===== config.mk =====
export PLATFORM = sky130hd
export DESIGN_NAME = rr_arbiter8
export DESIGN_NICKNAME = d
export VERILOG_FILES = /design/src/rtl/arb_pkg.sv /design/src/rtl/rr_prio_encoder8.sv /design/src/rtl/rr_arbiter8.sv
export SDC_FILE = /design/constraint.sdc
export NUM_CORES = 1
export LEC_CHECK = 0
export ABC_AREA = 1
export CORE_MARGIN = 4
export CORE_UTILIZATION = 56
export CTS_BUF_LIST = sky130_fd_sc_hd__clkbuf_16
export DETAILED_ROUTE_END_ITERATION = 12
export DONT_BUFFER_PORTS = 1
export PLACE_DENSITY = 0.78
export SLEW_MARGIN = 20
export SYNTH_ARGS = -nofsm -noshare
export SYNTH_HDL_FRONTEND = slang
export SYNTH_SLANG_ARGS = --single-unit

===== constraint.sdc =====
create_clock -name clk -period 2.33 [get_ports clk]
set_input_delay 0.3495 -clock clk [delete_from_list [all_inputs] [get_ports clk]]
set_output_delay 0.3495 -clock clk [all_outputs]
set_load 0.005 [all_outputs]

===== src/rtl/arb_pkg.sv =====
// Shared constants and state encoding for the 8-requester round-robin arbiter.
// MAX_HOLD and HOLD_W only matter when ARB_TIMEOUT_EN is defined.
package arb_pkg;

  localparam int unsigned N_REQ    = 8;
  localparam int unsigned IDX_W    = 3;
  localparam int unsigned MAX_HOLD = 16;
  localparam int unsigned HOLD_W   = $clog2(MAX_HOLD) + 1;

  typedef enum logic {
    ST_IDLE  = 1'b0,
    ST_GRANT = 1'b1
  } state_t;

endpackage


===== src/rtl/rr_prio_encoder8.sv =====
// Rotating-priority 8-to-3 encoder: first set bit of req searching from ptr upward, mod 8.
module rr_prio_encoder8
  import arb_pkg::*;
(
  input  logic [N_REQ-1:0] req,
  input  logic [IDX_W-1:0] ptr,
  output logic [IDX_W-1:0] idx,
  output logic             any
);

  logic [2*N_REQ-1:0] dbl;
  logic [N_REQ-1:0]   rot;
  logic [IDX_W-1:0]   off;

  // Rotate so ptr lands on bit 0, find the lowest set bit, then rotate the index back.
  always_comb begin
    dbl = {req, req};
    rot = dbl[ptr +: N_REQ];
    off = '0;
    for (int i = N_REQ - 1; i >= 0; i--) begin
      if (rot[i]) off = IDX_W'(i);
    end
    idx = off + ptr;
    any = |req;
  end

endmodule


===== src/rtl/rr_arbiter8.sv =====
// 8-requester round-robin arbiter with registered one-hot grant and encoded index.
// Define ARB_TIMEOUT_EN to force release after MAX_HOLD grant cycles (timeout pulse).
module rr_arbiter8
  import arb_pkg::*;
(
  input  logic             clk,
  input  logic             rst,
  input  logic [N_REQ-1:0] req,
  input  logic             rel,
  output logic [N_REQ-1:0] gnt,
  output logic [IDX_W-1:0] gnt_idx,
  output logic             gnt_valid,
  output logic             timeout
);

  state_t           state, state_nxt;
  logic [IDX_W-1:0] ptr, ptr_nxt;
  logic [N_REQ-1:0] gnt_nxt;
  logic [IDX_W-1:0] idx_nxt;
  logic             valid_nxt;
  logic             timeout_nxt;
  logic [IDX_W-1:0] enc_idx;
  logic             enc_any;
  logic             owner_req;
  logic             hit;

`ifdef ARB_TIMEOUT_EN
  logic [HOLD_W-1:0] hold_cnt, hold_nxt;
`endif

  rr_prio_encoder8 u_enc (
    .req (req),
    .ptr (ptr),
    .idx (enc_idx),
    .any (enc_any)
  );

  // Next-state and next-output logic.
  always_comb begin
    state_nxt   = state;
    ptr_nxt     = ptr;
    gnt_nxt     = gnt;
    idx_nxt     = gnt_idx;
    valid_nxt   = gnt_valid;
    timeout_nxt = 1'b0;
    owner_req   = req[gnt_idx];
    hit         = 1'b0;
`ifdef ARB_TIMEOUT_EN
    hold_nxt    = hold_cnt;
`endif
    case (state)
      ST_IDLE: begin
        if (enc_any) begin
          state_nxt = ST_GRANT;
          gnt_nxt   = N_REQ'(1) << enc_idx;
          idx_nxt   = enc_idx;
          valid_nxt = 1'b1;
`ifdef ARB_TIMEOUT_EN
          hold_nxt  = '0;
`endif
        end
      end
      ST_GRANT: begin
`ifdef ARB_TIMEOUT_EN
        hold_nxt = hold_cnt + HOLD_W'(1);
        hit      = (hold_nxt == HOLD_W'(MAX_HOLD));
`endif
        // A dropped request from the owner counts as an implicit release.
        if (rel || !owner_req || hit) begin
          state_nxt   = ST_IDLE;
          ptr_nxt     = gnt_idx + IDX_W'(1);
          gnt_nxt     = '0;
          idx_nxt     = '0;
          valid_nxt   = 1'b0;
          timeout_nxt = hit && !rel && owner_req;
        end
      end
      default: begin
        state_nxt = ST_IDLE;
        gnt_nxt   = '0;
        idx_nxt   = '0;
        valid_nxt = 1'b0;
      end
    endcase
  end

  always_ff @(posedge clk) begin
    if (rst) begin
      state     <= ST_IDLE;
      ptr       <= '0;
      gnt       <= '0;
      gnt_idx   <= '0;
      gnt_valid <= 1'b0;
      timeout   <= 1'b0;
    end else begin
      state     <= state_nxt;
      ptr       <= ptr_nxt;
      gnt       <= gnt_nxt;
      gnt_idx   <= idx_nxt;
      gnt_valid <= valid_nxt;
      timeout   <= timeout_nxt;
    end
  end

`ifdef ARB_TIMEOUT_EN
  always_ff @(posedge clk) begin
    if (rst) hold_cnt <= '0;
    else     hold_cnt <= hold_nxt;
  end
`endif

endmodule


==> results.txt, run 1 <==
The placer's final routability congestion estimate is 0.8417. After technology mapping, the gate count stands at 190. IR analysis of the VDD net gives a maximum drop of 0.9786 mV. In this run, synthesis inferred 0 flip-flops with an integrated enable. The final reports fail on setup timing.

The flow ran to the end, but the final reports show violations. Across the run, the number of max-cap violations was 0. In this run the standard cell core region covers 2042 sq um.

The number of nets handed over by synthesis was 204. For the number of antenna violations at the first check in global routing, the log shows 0. Sequential cells were found to cover 25.47% of the synthesized design area. In this run the count of I/O pins placed on the die edge is 24. Setup violations remaining at the end of the flow were counted as 10.

Shortest period the worst path allows: 2.653 ns. The TritonCTS sink count is 16. The tree is rooted in a clkbuf_16. STA classifies the critical path startpoint as a flop. The logs give 1 for the number of levels in the clock H-tree and 16 for the row count. Entering global routing, the biggest net connects 13 pins. Worst clock skew on the final layout: 0.002880 ns. The post-route netlist has 47.06% of its cells at a drive strength greater than 1.

The number of synthesized register bits works out to 16. Max-slew violation count: 0. The area of the die was 3068 sq um; the fmax was 376.9 MHz.

Power density over cell area: 1162 nW/um^2. The worst setup path is of the flop to flop kind. The total inserted antenna cells was 0; the Yosys warning count was 0. After clock tree synthesis, the clock-pin slew on the worst setup and hold paths is 0.05 ns. The area after detailed placement was 1359 sq um; the required time reported for the critical path endpoint was 2.51 ns. Power comes to 2046 uW.

Average detailed-routed wire length per instance: 18.33 um. The tools report the non-filler instance count after layout as 231. The most critical setup path has its startpoint at ptr[0]. In this run the remaining antenna-violating nets after routing total 0. TritonCTS created 3 clock buffers. For the detailed placement HPWL, the log shows 2230 um. Summed over all cells, the static leakage comes to 0.0007438 uW.

The startpoint identified for the worst hold timing path is rst. Summed over all failing endpoints, the final setup total negative slack is -2.813 ns. The run gives 2 as the maximum count of clock buffers along a single path.

The number of DRC markers after the initial detailed-route iteration is 102. The worst min-delay path category was primary input to flop. Once the floorplan was initialized, standard cells occupied 61.58% of the core. The worst register-to-register path begins at ptr[0].

The count of endpoints failing hold in the final timing report is 0, and the die extent in y is 55.39 um. For this run, the post-layout net count is 220. The most used flip-flop cell after synthesis is dfxtp_1. Yosys mapped the design onto 33 distinct sky130hd cell types. The run gives 1353 as the number of global-route vias before repair. Sort of element at the end of the critical path: a flop. At the later pin of the worst-skew pair, clock insertion delay measures 0.25 ns. The final clock period utilization by the worst path was 113.9%.

After synthesis, the mean cell area works out to 6.618 sq um. TritonCTS built the clock tree. The overall track demand over capacity in global routing is 23.11%. Setup repair after global routing could not meet its margin everywhere.

Of all nets on the critical path, the largest fanout is 6. Core occupancy in the finished layout: 86.27%. The final layout contains routed wiring with a total length of 4234 um. In the synthesized netlist the async set-or-reset flop fraction comes to 0%.

After detailed placement, the design holds a cell count of 223. The first detailed-routing pass ran for 4 iterations. Global routing finished with a remaining overflow of 0. The floorplan step set the die width to 55.39 um. For this run, design rule violations remaining after detail routing come to 0. The count of input and output buffers came out at 0.

Data on the critical path arrives at its endpoint at 2.84 ns. The run gives 1257 sq um as the cell area after synthesis. The count of vias placed by the detailed router was 1429.

After routing the design area is 1762 sq um. Average via count per standard cell: 6.186. The first global-routing pass estimated 5871 um of wire.

The minimum setup slack in the final design is -0.3235 ns. The area growth from synthesis to final layout works out to 40.10%.
==> path summary, 6_finish.rpt <==
| check | end | slack, ns | depth (start not counted) |
|---|---|---|---|
| worst max-delay path | gnt[0] | -0.32 | 16 |
| worst min-delay path | gnt[3] | 0.16 | 1 |
| worst max register to register | gnt[0] | -0.32 | 16 |
| worst min register to register | gnt[1] | 0.48 | 2 |
==> logic make-up (layout without fill, tap and decap cells) <==
logic type	after synthesis	count (layout)	share of synthesized area, %
xor+xnor	2	2	1.393
simple gates	118	118	45.57
flops	16	16	25.47
other cells	1	1	0.2982
fa+ha+maj	3	3	3.582
compound gates	28	28	13.63
buf+inv	22	36	10.05
==> layout make-up <==
cell class	count	area, sq um
multi-input cells	152	1071
fillers	119	280.3
clock buffers	3	75.07
repair buffers	17	172.7
inverters	15	76.32
well taps	27	33.78
repair inverters	1	8.758
flip-flops and latches	16	324.1
==> stage by stage <==
stage | hold slack (ns) | setup WS (ns)
6_report | 0.1596 | -0.3235
5_1_grt | 0.1576 | -0.4499
4_1_cts | 0.1620 | -0.2169
3_5_place_dp | 0.4151 | -0.2420
3_3_place_gp | 0.4143 | -0.2106
2_1_floorplan | 0.4186 | -0.03140
==> critical path, stage by stage (launching register included) <==
cell and delay (ns):
dfxtp_4 0.37, buf_12 0.14, nand2_1 0.11, nand3_2 0.11, nand3_2 0.08, nand2_2 0.10
a31oi_4 0.09, o21ai_1 0.14, nand2_1 0.06, a21boi_1 0.13, ha_2 0.19, inv_2 0.04
fa_2 0.54, inv_2 0.06, nor4_2 0.15, nand2_1 0.13, a21oi_2 0.14
==> cell usage in the layout (no fill, tap or decap), types with 2 or more instances in the layout <==
cell type  netlist  final
o21ai_0          6      5
dfxtp_1         16     15
nor2_2           2      4
buf_4            2     14
nand3_1         19      3
o211ai_1         4      4
a21oi_1         11      7
buf_12           0      2
inv_2            1      3
nor4_1           3      2
nand2_2         14     19
a21oi_2          4      8
nand3_4          0      6
inv_1           11      9
nand3_2          6     16
nand2_4          1      8
nand2_1         58     45
clkbuf_16        0      3
nor2_1          11      9
==> sequential cells by signal (all words and copies together) (netlist names) <==
register / count
gnt: 8
gnt_idx: 3
gnt_valid: 1
ptr: 3
state: 1
==> Yosys cell counts (2+ instances only) <==
cell type	instances	area share (%)
nand2_1	58	17
nor2_1	11	3.3
buf_6	3	2.7
a21oi_2	4	2.8
dfxtp_1	16	25
nand3_1	19	7.6
nor4_1	3	1.5
ha_1	2	2.0
inv_1	11	3.3
xnor2_1	2	1.4
o211ai_1	4	2.4
a21oi_1	11	4.4
buf_4	2	1.2
nand3_2	6	4.8
nand2_2	14	7.0
o21ai_0	6	2.4
nor2_2	2	0.99
==> power by group <==
part | internal [uW] | switching, uW | leakage (uW)
registers | 348 | 94.0 | 0.000132
clock network | 225 | 102 | 0.0000370
logic | 525 | 752 | 0.000575
==> per-layer routing <==
metal,vias up,track usage (%),routed length (um)
li1,655,-,-
met1,670,26.69,1582
met2,78,40.03,2132
met3,26,4.196,305
met4,0,12.15,215
met5,-,0,0
==> timing repair <==
action | in CTS | in global routing
resized for setup | 27 | 32
endpoints found under the hold margin | 0 | 0
gates cloned | 1 | 1
hold buffers | 0 | 0
pin swaps | 9 | 4
setup endpoints to repair | 10 | 10
buffers inserted | 1 | 2
Power figures use the tool's default switching activity.
==> run 2, diff against run 1 <==
- CORE_MARGIN: 4 -> 10
- CORE_UTILIZATION: 56 -> 66
- PLACE_DENSITY: 0.78 -> 0.86
- clock period: 2.33 -> 3.4 ns (I/O delays scaled with it)
==> run 2 against run 1 <==
The flow now finishes without violations. Combinational power is 59% lower. Critical path depth is 1 lower. Global-route usage decreased by 6.7 points. Utilization down 12 points. Final area down 26%. Non-clock buffer count is 17 lower. Register-to-register slack improved by 0.67 ns. Final cell count decreased by 8.2%. Critical path type unchanged.
==> results.txt, run 2 (same netlist as run 1, synthesis figures left out) <==
The flow ran to the end, and the final reports show no timing, DRC or antenna violations. Relative to the synthesized area, the layout overhead comes to 4.179%. Number of levels in the clock H-tree: 1 (unchanged).

The tools report the number of maximum-capacitance violations as 0 (unchanged). The library cells used most frequently in the layout, excluding fill and tap cells, are 58 x nand2_1, 19 x nand3_1, 16 x dfxtp_1. The register with the highest flop count was gnt. met2 is the most crowded layer. The logs give 0 (unchanged) for the count of nets left with antenna violations after detail routing and 3.23 ns (+0.39 ns) for the data arrival time of the critical path. The power after layout came out at 1060 uW (-48%).

The path class of the tightest hold or removal check is primary input to flop. The relative contribution of sequential cells to total power is 29.8% (+8.2 points). Worst-path maximum fanout: 10 (+4).

The final clock period utilization by the worst path came out at 89.91% (-24 points). The routed wire length is 3211 um (-24%). The run gives 2 (unchanged) as the maximum count of clock buffers along a single path. The area of the core region was 1764 sq um (-14%).

The placer's final routability congestion estimate was 0.8701 (+3.4%); the count of vias placed by the detailed router was 1267 (-11%). Total net switching power: 483.5 uW (-49%). Width of the die: 63.65 um (+15%).

The tools report the fmax as 327.1 MHz (-13%). The layout cell share with drive strength beyond 1 works out to 18.72% (-28 points). The sequential cell area in the final layout came out at 320.3 sq um (-1.2%). The average via count per standard cell was 5.976 (-3.4%). The count of boundary I/O pins was 24 (unchanged). The logs give 21.3% (+5.3 points) for the clock share of power and 3 (unchanged) for the number of CTS-inserted buffers.

The switching power as a share of total power is 45.60% (-0.73 points), and the cell count of the worst reg-to-reg path is 15 (-1). The core occupancy in the finished layout is 74.26% (-12 points). The cell leakage power came out at 0.0005499 uW (-26%).

For the overall track demand over capacity in global routing, the log shows 16.42% (-6.7 points). For the required time reported for the critical path endpoint, the log shows 3.57 ns (+1.06 ns). For the tightest hold margin, the log shows 0.3213 ns (+0.1617 ns).

The logs give 2422 um (+8.6%) for the detailed placement HPWL and 5575 um (-5.0%) for the global-route wire length before repair. The run gives 0 (unchanged) as the number of antenna violations at the first check in global routing. Hold-critical path depth: 1 (unchanged).

The combined area of the multi-input logic cells was 810.8 sq um (-24%); the starting density of the core was 71.28% (+9.7 points). The met3 routing resource usage after global routing is 5.300% (+1.1 points). The area of the die is 4051 sq um (+32%). Setup repair after global routing left no endpoint under its margin.

The power density over cell area works out to 809.4 nW/um^2 (-30%). The source-to-sink clock delay at the later pin of the worst-skew pair was 0.25 ns (about the same). For the number of DRC markers after the initial detailed-route iteration, the log shows 155 (+52%). The count of input and output buffers works out to 0 (unchanged). By startpoint and endpoint, the worst setup path is classified as flop to flop. The shortest period the worst path allows is 3.057 ns (+0.4036 ns). The startpoint identified for the worst register-to-register timing path is ptr[0]. The library cell used most frequently in the layout, excluding fill and tap cells, is nand2_1. The root buffer cell was clkbuf_16. Row count: 15 (-1).

The worst hold path begins at rst. The global route total overflow was 0 (unchanged); the max-slew violation count was 0 (unchanged). The startpoint type of the worst setup path was a flop.

The setup slack of the most critical reg-to-reg path came out at 0.34 ns (+0.67 ns). In this run the critical register-to-register path is captured at gnt[0]. The run gives 0 (unchanged) as the post-detailed-route DRC marker count. The highest ir drop seen on vdd was 0.6359 mV (-35%). The tools report the quantity of gates resized following cts as 0 (-100%).

The logs give 0 (unchanged) for the count of endpoints failing hold in the final timing report and 0 (unchanged) for the total inserted antenna cells. The CTS clock-pin slew for the worst setup and hold paths is 0.05 ns (about the same). The logs give 0 (unchanged) for the number of buffers inserted by hold repair at cts and 16.29% (-10 points) for the global-route track usage on met1. TritonCTS built the clock tree. In the final layout, the registers with the most flip-flops are gnt (8), gnt_idx (3), ptr (3).

The setup TNS after final layout is 0 ns (+2.813 ns), and the number of global-route vias before repair is 1290 (-4.7%). The logs give 161 (+35%) for the filler cell count and 0 (-1) for the number of buffers inserted to repair setup after CTS. The internal power contribution came out at 576.8 uW (-47%). For hold timing, the worst endpoint is gnt[7]. The tools report the sort of element at the end of the critical path as a flop. The average detailed-routed wire length per instance is 15.15 um (-17%), and the total of endpoints with negative setup slack in the final report is 0 (-10). The fraction of met2 tracks used by global routing came out at 29.27% (-11 points).

The run gives 16 (unchanged) as the TritonCTS sink count. The logs give 48.9% (-14 points) for the portion of total power attributed to combinational logic and 0.003648 ns (+0.0007673 ns) for the worst clock skew on the final layout. Setup slack after placement: 0.4534 ns (+0.6954 ns). The flip-flop count of the largest register, all copies and words added is 8 (unchanged), and the number of iterations in the first detailed-routing pass is 4 (unchanged). The maximum number of pins on one net before global-route repair is 13 (unchanged), and the number of nets at the end of the flow is 202 (-8.2%).

Die extent in y: 63.65 um (+15%). For the minimum setup slack in the final design, the log shows 0.3430 ns (+0.6664 ns).
==> run 2: cell types whose count changed in the layout (fill, tap and decap cells not counted), moves of 4 or more <==
cell and delta:
nand2_1 +13, nand3_2 -10, nand2_4 -7, a21oi_1 +4
nand3_1 +16, nand3_4 -6, nand2_2 -5, a21oi_2 -4
buf_4 -14
==> run 2: routing by layer <==
metal | up-vias | wire length (um)
li1 | 615 | -
met1 | 580 | 1176
met2 | 52 | 1606
met3 | 20 | 293
met4 | 0 | 134
met5 | - | 0
==> run 2: layout make-up <==
cell class                      count  share of cell area [%]
Multi-Input combinational cell    152                   61.89
Sequential cell                    16                   24.45
Clock buffer                        3                   5.731
Inverter                           15                   5.253
Tap cell                           25                   2.388
Clock inverter                      1                  0.2865
==> run 2: per-stage QoR <==
step                      std cells  area [sq um]
final                           212          1310
after global routing            212          1310
after CTS                       212          1310
after detailed placement        208          1231
after global placement          208          1231
after floorplan                 190          1257
==> run 2: critical path: stages (launching register included) <==
cell	delay, ns
dfxtp_1	0.57
nand2_1	0.15
nand3_1	0.14
nand3_1	0.10
nand2_1	0.12
a31oi_1	0.08
o21ai_0	0.15
nand2_1	0.07
a21boi_0	0.18
ha_1	0.17
inv_1	0.05
fa_1	0.52
inv_1	0.09
nor4_1	0.33
nand2_1	0.11
a21oi_1	0.16
==> run 2: power groups by stage <==
stage / Combinational (uW) / Clock [uW] / Sequential (uW)
3_5_place_dp: 503 / 0 / 319
4_1_cts: 517 / 227 / 317
6_report: 519 / 225 / 316
5_1_grt: 588 / 237 / 324
3_3_place_gp: 487 / 0 / 316
2_1_floorplan: 476 / 0 / 273
==> run 2: worst max-delay path by stage <==
stage	end	start	cells after the start
floorplan	gnt[7]	req[2]	17
global placement	gnt[0]	ptr[0]	15
global route	gnt[3]	ptr[0]	16
detailed placement	gnt[0]	ptr[0]	15
finish	gnt[0]	ptr[0]	15
CTS	gnt[3]	ptr[0]	16
